### src/rtl/id_ex_pipe_reg_if.sv
// ID/EX pipeline register bundle: decode-side inputs, EX-slot outputs and
// the stall/flush handshake. The optional bubble_cnt member exists only when
// ID_EX_BUBBLE_CNT_EN is defined.
interface id_ex_pipe_reg_if #(
  parameter int DATA_W   = 16,
  parameter int REG_ID_W = 4
);
  // Decode slot
  logic                id_valid;
  logic [DATA_W-1:0]   id_pc;
  logic [DATA_W-1:0]   id_instr;
  logic [REG_ID_W-1:0] id_src1_id;
  logic [REG_ID_W-1:0] id_src2_id;
  logic [REG_ID_W-1:0] id_dst_id;
  logic [DATA_W-1:0]   id_src1_data;
  logic [DATA_W-1:0]   id_src2_data;
  logic                id_uses_src1;
  logic                id_uses_src2;
  logic                id_reg_write;
  logic                id_mem_read;
  logic                id_mem_write;

  // Pipeline control
  logic                flush;
  logic                ex_stall;
  logic                id_stall;

  // Execute slot
  logic                ex_valid;
  logic [DATA_W-1:0]   ex_pc;
  logic [DATA_W-1:0]   ex_instr;
  logic [REG_ID_W-1:0] ex_src1_id;
  logic [REG_ID_W-1:0] ex_src2_id;
  logic [REG_ID_W-1:0] ex_dst_id;
  logic [DATA_W-1:0]   ex_src1_data;
  logic [DATA_W-1:0]   ex_src2_data;
  logic                ex_reg_write;
  logic                ex_mem_read;
  logic                ex_mem_write;
`ifdef ID_EX_BUBBLE_CNT_EN
  logic [15:0]         bubble_cnt;
`endif

  // Upstream/decode side: drives the decode slot, observes EX and stall.
  modport master (
    output id_valid, id_pc, id_instr, id_src1_id, id_src2_id, id_dst_id,
           id_src1_data, id_src2_data, id_uses_src1, id_uses_src2,
           id_reg_write, id_mem_read, id_mem_write, flush, ex_stall,
    input  id_stall, ex_valid, ex_pc, ex_instr, ex_src1_id, ex_src2_id,
           ex_dst_id, ex_src1_data, ex_src2_data, ex_reg_write,
           ex_mem_read, ex_mem_write
`ifdef ID_EX_BUBBLE_CNT_EN
    , input bubble_cnt
`endif
  );

  // The pipeline register itself.
  modport slave (
    input  id_valid, id_pc, id_instr, id_src1_id, id_src2_id, id_dst_id,
           id_src1_data, id_src2_data, id_uses_src1, id_uses_src2,
           id_reg_write, id_mem_read, id_mem_write, flush, ex_stall,
    output id_stall, ex_valid, ex_pc, ex_instr, ex_src1_id, ex_src2_id,
           ex_dst_id, ex_src1_data, ex_src2_data, ex_reg_write,
           ex_mem_read, ex_mem_write
`ifdef ID_EX_BUBBLE_CNT_EN
    , output bubble_cnt
`endif
  );
endinterface

### src/rtl/id_ex_pipe_reg.sv
// Decode-to-execute pipeline register with load-use hazard detection.
// Update priority per edge: rst > flush (bubble) > ex_stall (hold) >
// hazard (bubble) > normal load. id_stall is purely combinational.
// Optional macro ID_EX_BUBBLE_CNT_EN adds a saturating 16-bit count of
// hazard bubbles (flush bubbles are not counted).
module id_ex_pipe_reg #(
  parameter int DATA_W   = 16,
  parameter int REG_ID_W = 4
) (
  input  logic              clk,
  input  logic              rst,
  id_ex_pipe_reg_if.slave   bus
);

  typedef struct packed {
    logic                valid;
    logic [DATA_W-1:0]   pc;
    logic [DATA_W-1:0]   instr;
    logic [REG_ID_W-1:0] src1Id;
    logic [REG_ID_W-1:0] src2Id;
    logic [REG_ID_W-1:0] dstId;
    logic [DATA_W-1:0]   src1Data;
    logic [DATA_W-1:0]   src2Data;
    logic                regWrite;
    logic                memRead;
    logic                memWrite;
  } exSlot_t;

  exSlot_t exQ;       // current EX slot
  exSlot_t exD;       // next EX slot
  exSlot_t idSlot;    // decode slot as it would enter EX
  logic    src1Match;
  logic    src2Match;
  logic    hazard;

  // Load-use hazard: a valid load in EX writing a non-zero register that
  // the decode instruction actually reads.
  always_comb begin
    src1Match = bus.id_uses_src1 && (bus.id_src1_id == exQ.dstId);
    src2Match = bus.id_uses_src2 && (bus.id_src2_id == exQ.dstId);
    hazard    = exQ.valid && exQ.memRead && (exQ.dstId != '0) &&
                bus.id_valid && (src1Match || src2Match);
  end

  assign bus.id_stall = hazard | bus.ex_stall;

  // Pack the decode slot; controls are gated so an empty slot never carries them.
  always_comb begin
    idSlot.valid    = bus.id_valid;
    idSlot.pc       = bus.id_pc;
    idSlot.instr    = bus.id_instr;
    idSlot.src1Id   = bus.id_src1_id;
    idSlot.src2Id   = bus.id_src2_id;
    idSlot.dstId    = bus.id_dst_id;
    idSlot.src1Data = bus.id_src1_data;
    idSlot.src2Data = bus.id_src2_data;
    idSlot.regWrite = bus.id_reg_write & bus.id_valid;
    idSlot.memRead  = bus.id_mem_read  & bus.id_valid;
    idSlot.memWrite = bus.id_mem_write & bus.id_valid;
  end

  // Next EX slot selection in priority order (reset handled in the register).
  always_comb begin
    // NOTE: default assigned first so every path drives exD and no latch is inferred.
    exD = exQ;
    if (bus.flush)         exD = '0;
    else if (bus.ex_stall) exD = exQ;
    else if (hazard)       exD = '0;
    else                   exD = idSlot;
  end

  // EX slot register with synchronous reset.
  always_ff @(posedge clk) begin
    // NOTE: non-blocking assignments for state so all flops update together at the edge.
    if (rst) exQ <= '0;
    else     exQ <= exD;
  end

  assign bus.ex_valid     = exQ.valid;
  assign bus.ex_pc        = exQ.pc;
  assign bus.ex_instr     = exQ.instr;
  assign bus.ex_src1_id   = exQ.src1Id;
  assign bus.ex_src2_id   = exQ.src2Id;
  assign bus.ex_dst_id    = exQ.dstId;
  assign bus.ex_src1_data = exQ.src1Data;
  assign bus.ex_src2_data = exQ.src2Data;
  assign bus.ex_reg_write = exQ.regWrite;
  assign bus.ex_mem_read  = exQ.memRead;
  assign bus.ex_mem_write = exQ.memWrite;

`ifdef ID_EX_BUBBLE_CNT_EN
  logic [15:0] bubbleCnt;
  logic        hazardBubble;

  // Only a hazard bubble counts: flush and stall both take priority over it.
  assign hazardBubble = hazard & ~bus.flush & ~bus.ex_stall;

  // Saturating hazard-bubble counter.
  always_ff @(posedge clk) begin
    if (rst)                                 bubbleCnt <= '0;
    else if (hazardBubble && (bubbleCnt != 16'hFFFF)) bubbleCnt <= bubbleCnt + 16'd1;
  end

  assign bus.bubble_cnt = bubbleCnt;
`endif

endmodule

### src/flat_wrapper.sv
// flat-port wrapper written by rule: the top's interface ports become plain ports
module id_ex_pipe_reg_flat 
#(
  parameter int DATA_W   = 16,
  parameter int REG_ID_W = 4
)
  (clk, rst, bus_id_valid, bus_id_pc, bus_id_instr, bus_id_src1_id, bus_id_src2_id, bus_id_dst_id, bus_id_src1_data, bus_id_src2_data, bus_id_uses_src1, bus_id_uses_src2, bus_id_reg_write, bus_id_mem_read, bus_id_mem_write, bus_flush, bus_ex_stall, bus_id_stall, bus_ex_valid, bus_ex_pc, bus_ex_instr, bus_ex_src1_id, bus_ex_src2_id, bus_ex_dst_id, bus_ex_src1_data, bus_ex_src2_data, bus_ex_reg_write, bus_ex_mem_read, bus_ex_mem_write);
  id_ex_pipe_reg_if #(.DATA_W(DATA_W), .REG_ID_W(REG_ID_W)) bus_i ();
  input  logic clk;
  input  logic rst;
  input wire logic [$bits(bus_i.id_valid)-1:0] bus_id_valid;
  input wire logic [$bits(bus_i.id_pc)-1:0] bus_id_pc;
  input wire logic [$bits(bus_i.id_instr)-1:0] bus_id_instr;
  input wire logic [$bits(bus_i.id_src1_id)-1:0] bus_id_src1_id;
  input wire logic [$bits(bus_i.id_src2_id)-1:0] bus_id_src2_id;
  input wire logic [$bits(bus_i.id_dst_id)-1:0] bus_id_dst_id;
  input wire logic [$bits(bus_i.id_src1_data)-1:0] bus_id_src1_data;
  input wire logic [$bits(bus_i.id_src2_data)-1:0] bus_id_src2_data;
  input wire logic [$bits(bus_i.id_uses_src1)-1:0] bus_id_uses_src1;
  input wire logic [$bits(bus_i.id_uses_src2)-1:0] bus_id_uses_src2;
  input wire logic [$bits(bus_i.id_reg_write)-1:0] bus_id_reg_write;
  input wire logic [$bits(bus_i.id_mem_read)-1:0] bus_id_mem_read;
  input wire logic [$bits(bus_i.id_mem_write)-1:0] bus_id_mem_write;
  input wire logic [$bits(bus_i.flush)-1:0] bus_flush;
  input wire logic [$bits(bus_i.ex_stall)-1:0] bus_ex_stall;
  output wire logic [$bits(bus_i.id_stall)-1:0] bus_id_stall;
  output wire logic [$bits(bus_i.ex_valid)-1:0] bus_ex_valid;
  output wire logic [$bits(bus_i.ex_pc)-1:0] bus_ex_pc;
  output wire logic [$bits(bus_i.ex_instr)-1:0] bus_ex_instr;
  output wire logic [$bits(bus_i.ex_src1_id)-1:0] bus_ex_src1_id;
  output wire logic [$bits(bus_i.ex_src2_id)-1:0] bus_ex_src2_id;
  output wire logic [$bits(bus_i.ex_dst_id)-1:0] bus_ex_dst_id;
  output wire logic [$bits(bus_i.ex_src1_data)-1:0] bus_ex_src1_data;
  output wire logic [$bits(bus_i.ex_src2_data)-1:0] bus_ex_src2_data;
  output wire logic [$bits(bus_i.ex_reg_write)-1:0] bus_ex_reg_write;
  output wire logic [$bits(bus_i.ex_mem_read)-1:0] bus_ex_mem_read;
  output wire logic [$bits(bus_i.ex_mem_write)-1:0] bus_ex_mem_write;
  assign bus_i.id_valid = bus_id_valid;
  assign bus_i.id_pc = bus_id_pc;
  assign bus_i.id_instr = bus_id_instr;
  assign bus_i.id_src1_id = bus_id_src1_id;
  assign bus_i.id_src2_id = bus_id_src2_id;
  assign bus_i.id_dst_id = bus_id_dst_id;
  assign bus_i.id_src1_data = bus_id_src1_data;
  assign bus_i.id_src2_data = bus_id_src2_data;
  assign bus_i.id_uses_src1 = bus_id_uses_src1;
  assign bus_i.id_uses_src2 = bus_id_uses_src2;
  assign bus_i.id_reg_write = bus_id_reg_write;
  assign bus_i.id_mem_read = bus_id_mem_read;
  assign bus_i.id_mem_write = bus_id_mem_write;
  assign bus_i.flush = bus_flush;
  assign bus_i.ex_stall = bus_ex_stall;
  assign bus_id_stall = bus_i.id_stall;
  assign bus_ex_valid = bus_i.ex_valid;
  assign bus_ex_pc = bus_i.ex_pc;
  assign bus_ex_instr = bus_i.ex_instr;
  assign bus_ex_src1_id = bus_i.ex_src1_id;
  assign bus_ex_src2_id = bus_i.ex_src2_id;
  assign bus_ex_dst_id = bus_i.ex_dst_id;
  assign bus_ex_src1_data = bus_i.ex_src1_data;
  assign bus_ex_src2_data = bus_i.ex_src2_data;
  assign bus_ex_reg_write = bus_i.ex_reg_write;
  assign bus_ex_mem_read = bus_i.ex_mem_read;
  assign bus_ex_mem_write = bus_i.ex_mem_write;
  id_ex_pipe_reg #(.DATA_W(DATA_W), .REG_ID_W(REG_ID_W)) u_core (.clk(clk), .rst(rst), .bus(bus_i));
endmodule
### config.mk
export PLATFORM = sky130hd
export DESIGN_NAME = id_ex_pipe_reg_flat
export DESIGN_NICKNAME = d
export VERILOG_FILES = /design/src/rtl/id_ex_pipe_reg_if.sv /design/src/rtl/id_ex_pipe_reg.sv /design/src/flat_wrapper.sv
export SDC_FILE = /design/constraint.sdc
export NUM_CORES = 1
export LEC_CHECK = 0
export BUFFER_PORTS_ARGS = -buffer_cell sky130_fd_sc_hd__buf_4
export CORE_AREA = 2 2 118 74
export CTS_CLUSTER_DIAMETER = 40
export DETAILED_ROUTE_END_ITERATION = 12
export DIE_AREA = 0 0 120 76
export SYNTH_ARGS = -nofsm -noshare
export SYNTH_HDL_FRONTEND = slang
export SYNTH_SLANG_ARGS = --single-unit
### constraint.sdc
create_clock -name clk -period 4.62 [get_ports clk]
set_input_delay 1.155 -clock clk [delete_from_list [all_inputs] [get_ports clk]]
set_output_delay 1.155 -clock clk [all_outputs]
set_load 0.05 [all_outputs]
After elaboration in Yosys (flattened, before gate mapping)
Cells that the tools add are included.
{ "word_totals": {"regBits": 80, "latchBits": 0, "ramBits": 0, "rom_bits": 0, "in_bits": 86, "mem_count": 0} }
{ "op_classes": {"addsub": 0, "n_mul": 0, "div": 0, "order_cmp": 0, "n_eq_ne": 2, "shifts": 0, "muxes": 1, "bitwise_logic": 4, "reduce_logical": 9} }
{ "ops": {"columns": ["cell", "count"], "rows": [
  ["two-way mux 80 bit", 1],
  ["equality test 4 bit", 2],
  ["logical AND 1 bit", 6],
  ["nonzero test 4 bit", 1],
  ["AND 1 bit", 3],
  ["OR reduction 2 bit", 1],
  ["logical OR 1 bit", 1],
  ["bitwise OR 1 bit", 1]
]} }

Longest topological paths before layout
Gate-level depths: netlist (run 1).
{ "logic_depth": {"depth_word": 5, "ltp_mapped": 7, "depth_no_buf": 5} }

Least setup slack after synthesis (run 1)
Ideal clock, no wire load.
{ "synth_timing": {"path_type": "in2out", "from": "input port bus_id_src2_id[0]", "to": "output port bus_id_stall", "arrival_time_ns": 2.010, "required_time_ns": 3.465, "path_slack_ns": 1.455, "stages": 4, "cell_sequence": "xor2_1 -> nor3_1 -> nand4_1 -> nand3b_1"} }
{ "synth_via": {"elab_chain_len": 5} }
{ "synth_rtl": {"columns": ["element", "line_no", "source"], "rows": [
  ["start: declaration", "flat_wrapper.sv:15", "input wire logic [$bits(bus_i.id_src2_id)-1:0] bus_id_src2_id;"],
  ["equality test 4 bit", "id_ex_pipe_reg.sv:40", "src2Match = bus.id_uses_src2 && (bus.id_src2_id == exQ.dstId);"],
  ["logical AND 1 bit", "id_ex_pipe_reg.sv:40", null],
  ["logical OR 1 bit", "id_ex_pipe_reg.sv:42", "bus.id_valid && (src1Match || src2Match);"],
  ["logical AND 1 bit", "id_ex_pipe_reg.sv:42", null],
  ["bitwise OR 1 bit", "id_ex_pipe_reg.sv:45", "assign bus.id_stall = hazard | bus.ex_stall;"],
  ["end: declaration", "flat_wrapper.sv:26", "output wire logic [$bits(bus_i.id_stall)-1:0] bus_id_stall;"]
]} }
Every way passes these cells.

Final worst setup path (run 1)
Same ends and word-level chain as after synthesis.

==> flow_summary_export.csv, run 1 <==
group,metric,value,unit
logic_synthesis,ys_seq_elements,80,
logic_synthesis,synth_fp_nets,283,
die,ios,167,
detailed_routing,routedWlPerCell,14.7,µm
logic_synthesis,ys_seq_area_share,62.2,%
power,p_leak,1.97,nW
detailed_routing,via_per_inst,4.68,
detailed_routing,drt_iter0_markers,93,
final_layout,synthToLayoutAreaGrowth,61.5,%
setup_path,crit_arrival,2.13,ns
sta,fin_tns_setup,0,ns
clock_network,cts_tree,"built",
clock_network,h-tree-depth,3,
final_layout,fin_area,0.00416,mm²
final_layout,regArea,0.00160,mm²
clock_network,post_cts_buffers,0,
final_layout,stdcell_count,475,
sta,finClkSkew,0.00437,ns
sta,hold_violations,0,
logic_synthesis,synth_area_leader_cell,"dfxtp_1",
job,drv_cap,0,
logic_synthesis,yosysUniqueCellTypes,16,
placement,io_buffers,166,
final_layout,multi_input_area,845,µm²
final_layout,nFillCells,749,
detailed_routing,ant_nets,0,
run_status,outcome,"finished, final reports clean",
logic_synthesis,yosysWarnings,0,
die,initial_utilization,31.5,%
global_route,grt_pass1_wl,10900,µm
final_layout,layout-drive-gt1-share,50.7,%
logic_synthesis,avgSynthCellArea,13.1,µm²
logic_synthesis,netlist_area,0.00257,mm²
clock_network,cts_resized,0,
placement,gp_congestion,0.745,
die,die_w,120,µm
logic_synthesis,synthTopCellsByArea,"dfxtp_1 62%, a22o_1 26%, buf_6 3.9%",
clock_network,holdBufCountCts,0,
sta,slew_headroom,59.6,%
global_route,grt_max_degree,51,
die,num_rows,26,
logic_synthesis,post_synth_inst_count,197,
setup_path,cp_max_fo,2,
detailed_routing,vias,2223,
sta,finalCritPeriodShare,71.1,%
clock_network,clk_latency,0.32,ns
sta,fmax,0.304,GHz
sta,setup_viol,0,
power,power,1.67,mW
global_route,grt_antenna_before_repair,0,
setup_path,worst_setup_path_start_kind,"input port",
sta,final.setup.worst_slack,1.34,ns
clock_network,cts.sink_count,80,
clock_network,path_clk_slew,0.05,ns
logic_synthesis,netlist.area_leader.share,62.2,%
sta,finalCriticalPeriod,3.28,ns
setup_path,r2r_slack,2.20,ns
clock_network,cts_buffers,9,
setup_path,critPathRequiredTime,3.46,ns
detailed_routing,drtPass1Iterations,4,
placement,place_area,0.00385,mm²
setup_path,criticalPathCategory,"in -> out",
final_layout,diodes,0,
die,core,0.00817,mm²
placement,placedCellCount,460,
detailed_routing,drc,0,
die,dieArea,0.00912,mm²
global_route,gr-total-overflow,0,
detailed_routing,routed_wl,6990,µm
die,die_h,76,µm
global_route,grt_usage,15.2,%
hold_path,hold_path_class,"reg -> reg",
clock_network,clk_path_buf_depth,2,
placement,place_ws,1.30,ns
placement,post-dp-hpwl,4840,µm
final_layout,finalNetCount,445,
sta,rsz0062_at_grt,"false",
clock_network,cts_root_buf,"clkbuf_16",
setup_path,endpoint_kind,"primary output",
sta,drv_slew,0,
power,vdd_drop_max,237,µV
power,p_per_area,402,mW/mm²
global_route,grt_pass1_vias,2178,
sta,worst_pin_slew,0.606,ns
==> placed cells by master, fill, tap and decap left out, drive strengths merged, types with 2 or more instances in the layout <==
cell type  count
buf          169
bufinv         2
clkbuf        11
clkinv         2
nand4          2
dfxtp         80
a32o           3
xor2           6
xnor2          2
a22o          77
nor3           3
==> final timing paths <==
path	start	to	cells past startpoint
setup / recovery	bus_id_src2_id[0]	bus_id_stall	6
hold / removal	u_core.bus.ex_reg_write$_SDFFE_PP0N_	u_core.bus.ex_reg_write$_SDFFE_PP0N_	1
setup reg to reg	u_core.bus.ex_dst_id[3]$_SDFFE_PP0N_	u_core.bus.ex_dst_id[2]$_SDFFE_PP0N_	6
hold reg to reg	u_core.bus.ex_reg_write$_SDFFE_PP0N_	u_core.bus.ex_reg_write$_SDFFE_PP0N_	1
==> worst max-delay path, cell delays in order <==
cell and delay (ns):
buf_4 0.12, xor2_1 0.13, nor3_1 0.27, nand4_1 0.15, nand3b_1 0.10, buf_4 0.20
==> cells by family (layout without fill, tap and decap cells) <==
kind of cell	after synthesis	in the layout	synth area share, %
compound gates	80	80	27.4
xor+xnor	8	8	2.72
simple gates	11	11	2.48
buf+inv	18	184	5.25
flops	80	80	62.2
==> cell usage after synthesis (all sizes together) <==
cell type	instances
a32o	3
nor3b	1
and3	1
nor2	1
nand3	1
nor3	3
a22o	77
nor4	1
nand4	2
clkbuf	8
xor2	6
dfxtp	80
xnor2	2
nand3b	1
buf	10
==> through the flow <==
step,hold slack [ns],util (%)
final,0.469,50.9
after global placement,0.451,47.2
after global routing,0.488,50.9
after CTS,0.472,50.9
after floorplan,0.766,-
after detailed placement,0.456,47.2
==> flip-flops by register name, indices dropped and copies added (netlist names) <==
register	flops
u_core.bus.ex_src2_data	16
u_core.bus.ex_pc	16
u_core.bus.ex_src2_id	4
u_core.bus.ex_mem_write	1
u_core.bus.ex_dst_id	4
u_core.bus.ex_mem_read	1
u_core.bus.ex_valid	1
u_core.bus.ex_src1_id	4
u_core.bus.ex_reg_write	1
u_core.bus.ex_src1_data	16
u_core.bus.ex_instr	16
==> where the power goes <==
part	leakage (nW)	switching [mW]	internal, mW
Sequential	0.652	0.0139	0.713
Clock	0.149	0.254	0.468
Combinational	1.17	0.127	0.0963
==> area by class of cell <==
type                            instances  share of cell area (%)
Tap cell                              112                    3.37
Sequential cell                        80                    38.5
Timing Repair Buffer                  169                    30.5
Clock buffer                           11                    5.60
Multi-Input combinational cell         99                    20.3
Clock inverter                          4                    1.69
==> routing by layer <==
layer | wire (µm) | track usage (%)
met5 | 0 | 0
met3 | 840 | 8.16
met1 | 3240 | 20.2
met2 | 2830 | 21.0
met4 | 86 | 4.94
Power figures use the tool's default switching activity.
==> run 2: changes to the inputs <==
==> constraint.sdc (replaced) <==
create_clock -name clk -period 3.1 [get_ports clk]
set_input_delay 0.775 -clock clk [delete_from_list [all_inputs] [get_ports clk]]
set_output_delay 0.775 -clock clk [all_outputs]
set_load 0.05 [all_outputs]
==> flow_summary_export.csv, run 2 (synthesis gave the netlist of run 1 again) <==
group,metric,value,unit
sta,worst_pin_slew,0.638,ns
clock_network,clk_latency,0.33,ns
global_route,grt_pass1_vias,2125,
clock_network,cts.sink_count,80,
final_layout,finalNetCount,445,
sta,slew_headroom,57.5,%
setup_path,critPathRequiredTime,2.32,ns
global_route,met3_usage,7.63,%
clock_network,cts_buffers,9,
die,ios,167,
detailed_routing,via_per_inst,4.65,
placement,gp_congestion,0.753,
global_route,gr-total-overflow,0,
die,dieArea,0.00912,mm²
global_route,grt_pass1_wl,11100,µm
sta,setup_viol,0,
clock_network,cts_resized,0,
clock_network,cts_tree,"built",
power,p_leak,1.95,nW
job,drv_cap,0,
placement,io_buffers,166,
setup_path,worst_setup_path_start_kind,"input port",
sta,fmax,0.385,GHz
global_route,grtUsageMet2,20.0,%
clock_network,h-tree-depth,3,
final_layout,final_common_cell,"buf_4",
clock_network,holdBufCountCts,0,
power,p_per_area,575,mW/mm²
die,core,0.00817,mm²
global_route,grt_antenna_before_repair,0,
die,initial_utilization,31.5,%
setup_path,endpoint_kind,"primary output",
final_layout,multi_input_area,845,µm²
power,vdd_drop_max,348,µV
clock_network,clk_path_buf_depth,2,
sta,finClkSkew,0.00623,ns
die,die_h,76,µm
global_route,grt_max_degree,81,
sta,finalCritPeriodShare,83.8,%
placement,post-dp-hpwl,4860,µm
detailed_routing,drc,0,
setup_path,crit_arrival,1.82,ns
run_status,outcome,"finished, final reports clean",
die,num_rows,26,
detailed_routing,drtPass1Iterations,4,
global_route,grt_util_met1,21.8,%
final_layout,layout-drive-gt1-share,51.1,%
sta,drv_slew,0,
clock_network,path_clk_slew,0.06,ns
final_layout,nFillCells,756,
global_route,top_usage_layer,"met1",
final_layout,regArea,0.00160,mm²
global_route,grt_usage,15.6,%
clock_network,cts_root_buf,"clkbuf_16",
die,die_w,120,µm
detailed_routing,drt_iter0_markers,110,
setup_path,cp_max_fo,2,
power,power,2.38,mW
final_layout,diodes,0,
detailed_routing,routedWlPerCell,15.0,µm
setup_path,criticalPathCategory,"in -> out",
clock_network,post_cts_buffers,0,
final_layout,most-common-layout-cells,"168 x buf_4, 80 x dfxtp_1, 77 x a22o_1, 9 x clkbuf_16, 6 x xor2_1",
final_layout,synthToLayoutAreaGrowth,60.9,%
detailed_routing,ant_nets,0,
sta,fin_tns_setup,0,ns
detailed_routing,routed_wl,7160,µm
sta,hold_violations,0,
sta,finalCriticalPeriod,2.60,ns
sta,rsz0062_at_grt,"false",
hold_path,hold_path_class,"reg -> reg",
detailed_routing,vias,2213,
-- run 2: path summary, 6_finish.rpt --
path	start	to	slack, ns	depth (start not counted)
worst max register to register	u_core.bus.ex_dst_id[3]$_SDFFE_PP0N_	u_core.bus.ex_src2_id[3]$_SDFFE_PP0N_	0.80	6
worst min register to register	u_core.bus.ex_mem_write$_SDFFE_PP0N_	u_core.bus.ex_mem_write$_SDFFE_PP0N_	0.47	1
worst max-delay path	bus_id_src2_id[0]	bus_id_stall	0.50	6
worst min-delay path	u_core.bus.ex_mem_write$_SDFFE_PP0N_	u_core.bus.ex_mem_write$_SDFFE_PP0N_	0.47	1
-- run 2: area by class of cell --
type | instances | area share (%)
clock buffer | 11 | 5.86
clock inverter | 5 | 0.785
multi-input combinational | 99 | 20.4
sequential | 80 | 38.7
tap | 112 | 3.38
timing repair buffer | 169 | 30.9
-- run 2: power breakdown --
group / internal [mW] / switching [mW]
clock network: 0.561 / 0.403
logic: 0.145 / 0.190
registers: 1.06 / 0.0207
total: 1.77 / 0.613
-- run 2: layer usage --
layer	wire length [µm]	share of wire (%)
met5	0	0
met4	102	1.4
met3	774	11
met2	2740	38
met1	3540	49
-- run 2: per-stage QoR --
stage               hold WS [ns]  setup WS, ns  utilization (%)  instances  cell area, µm²
floorplan                  0.766         0.695                -        197            2570
global placement           0.451         0.481             47.4        460            3870
detailed placement         0.456         0.415             47.4        460            3870
CTS                        0.476         0.507             50.7        476            4140
global route               0.484         0.446             50.7        476            4140
finish                     0.468         0.502             50.7        476            4140
-- run 2: worst max-delay path, cell delays in order --
cell,delay (ns)
buf_4,0.12
xor2_1,0.14
nor3_1,0.34
nand4_1,0.16
nand3b_1,0.11
buf_4,0.20
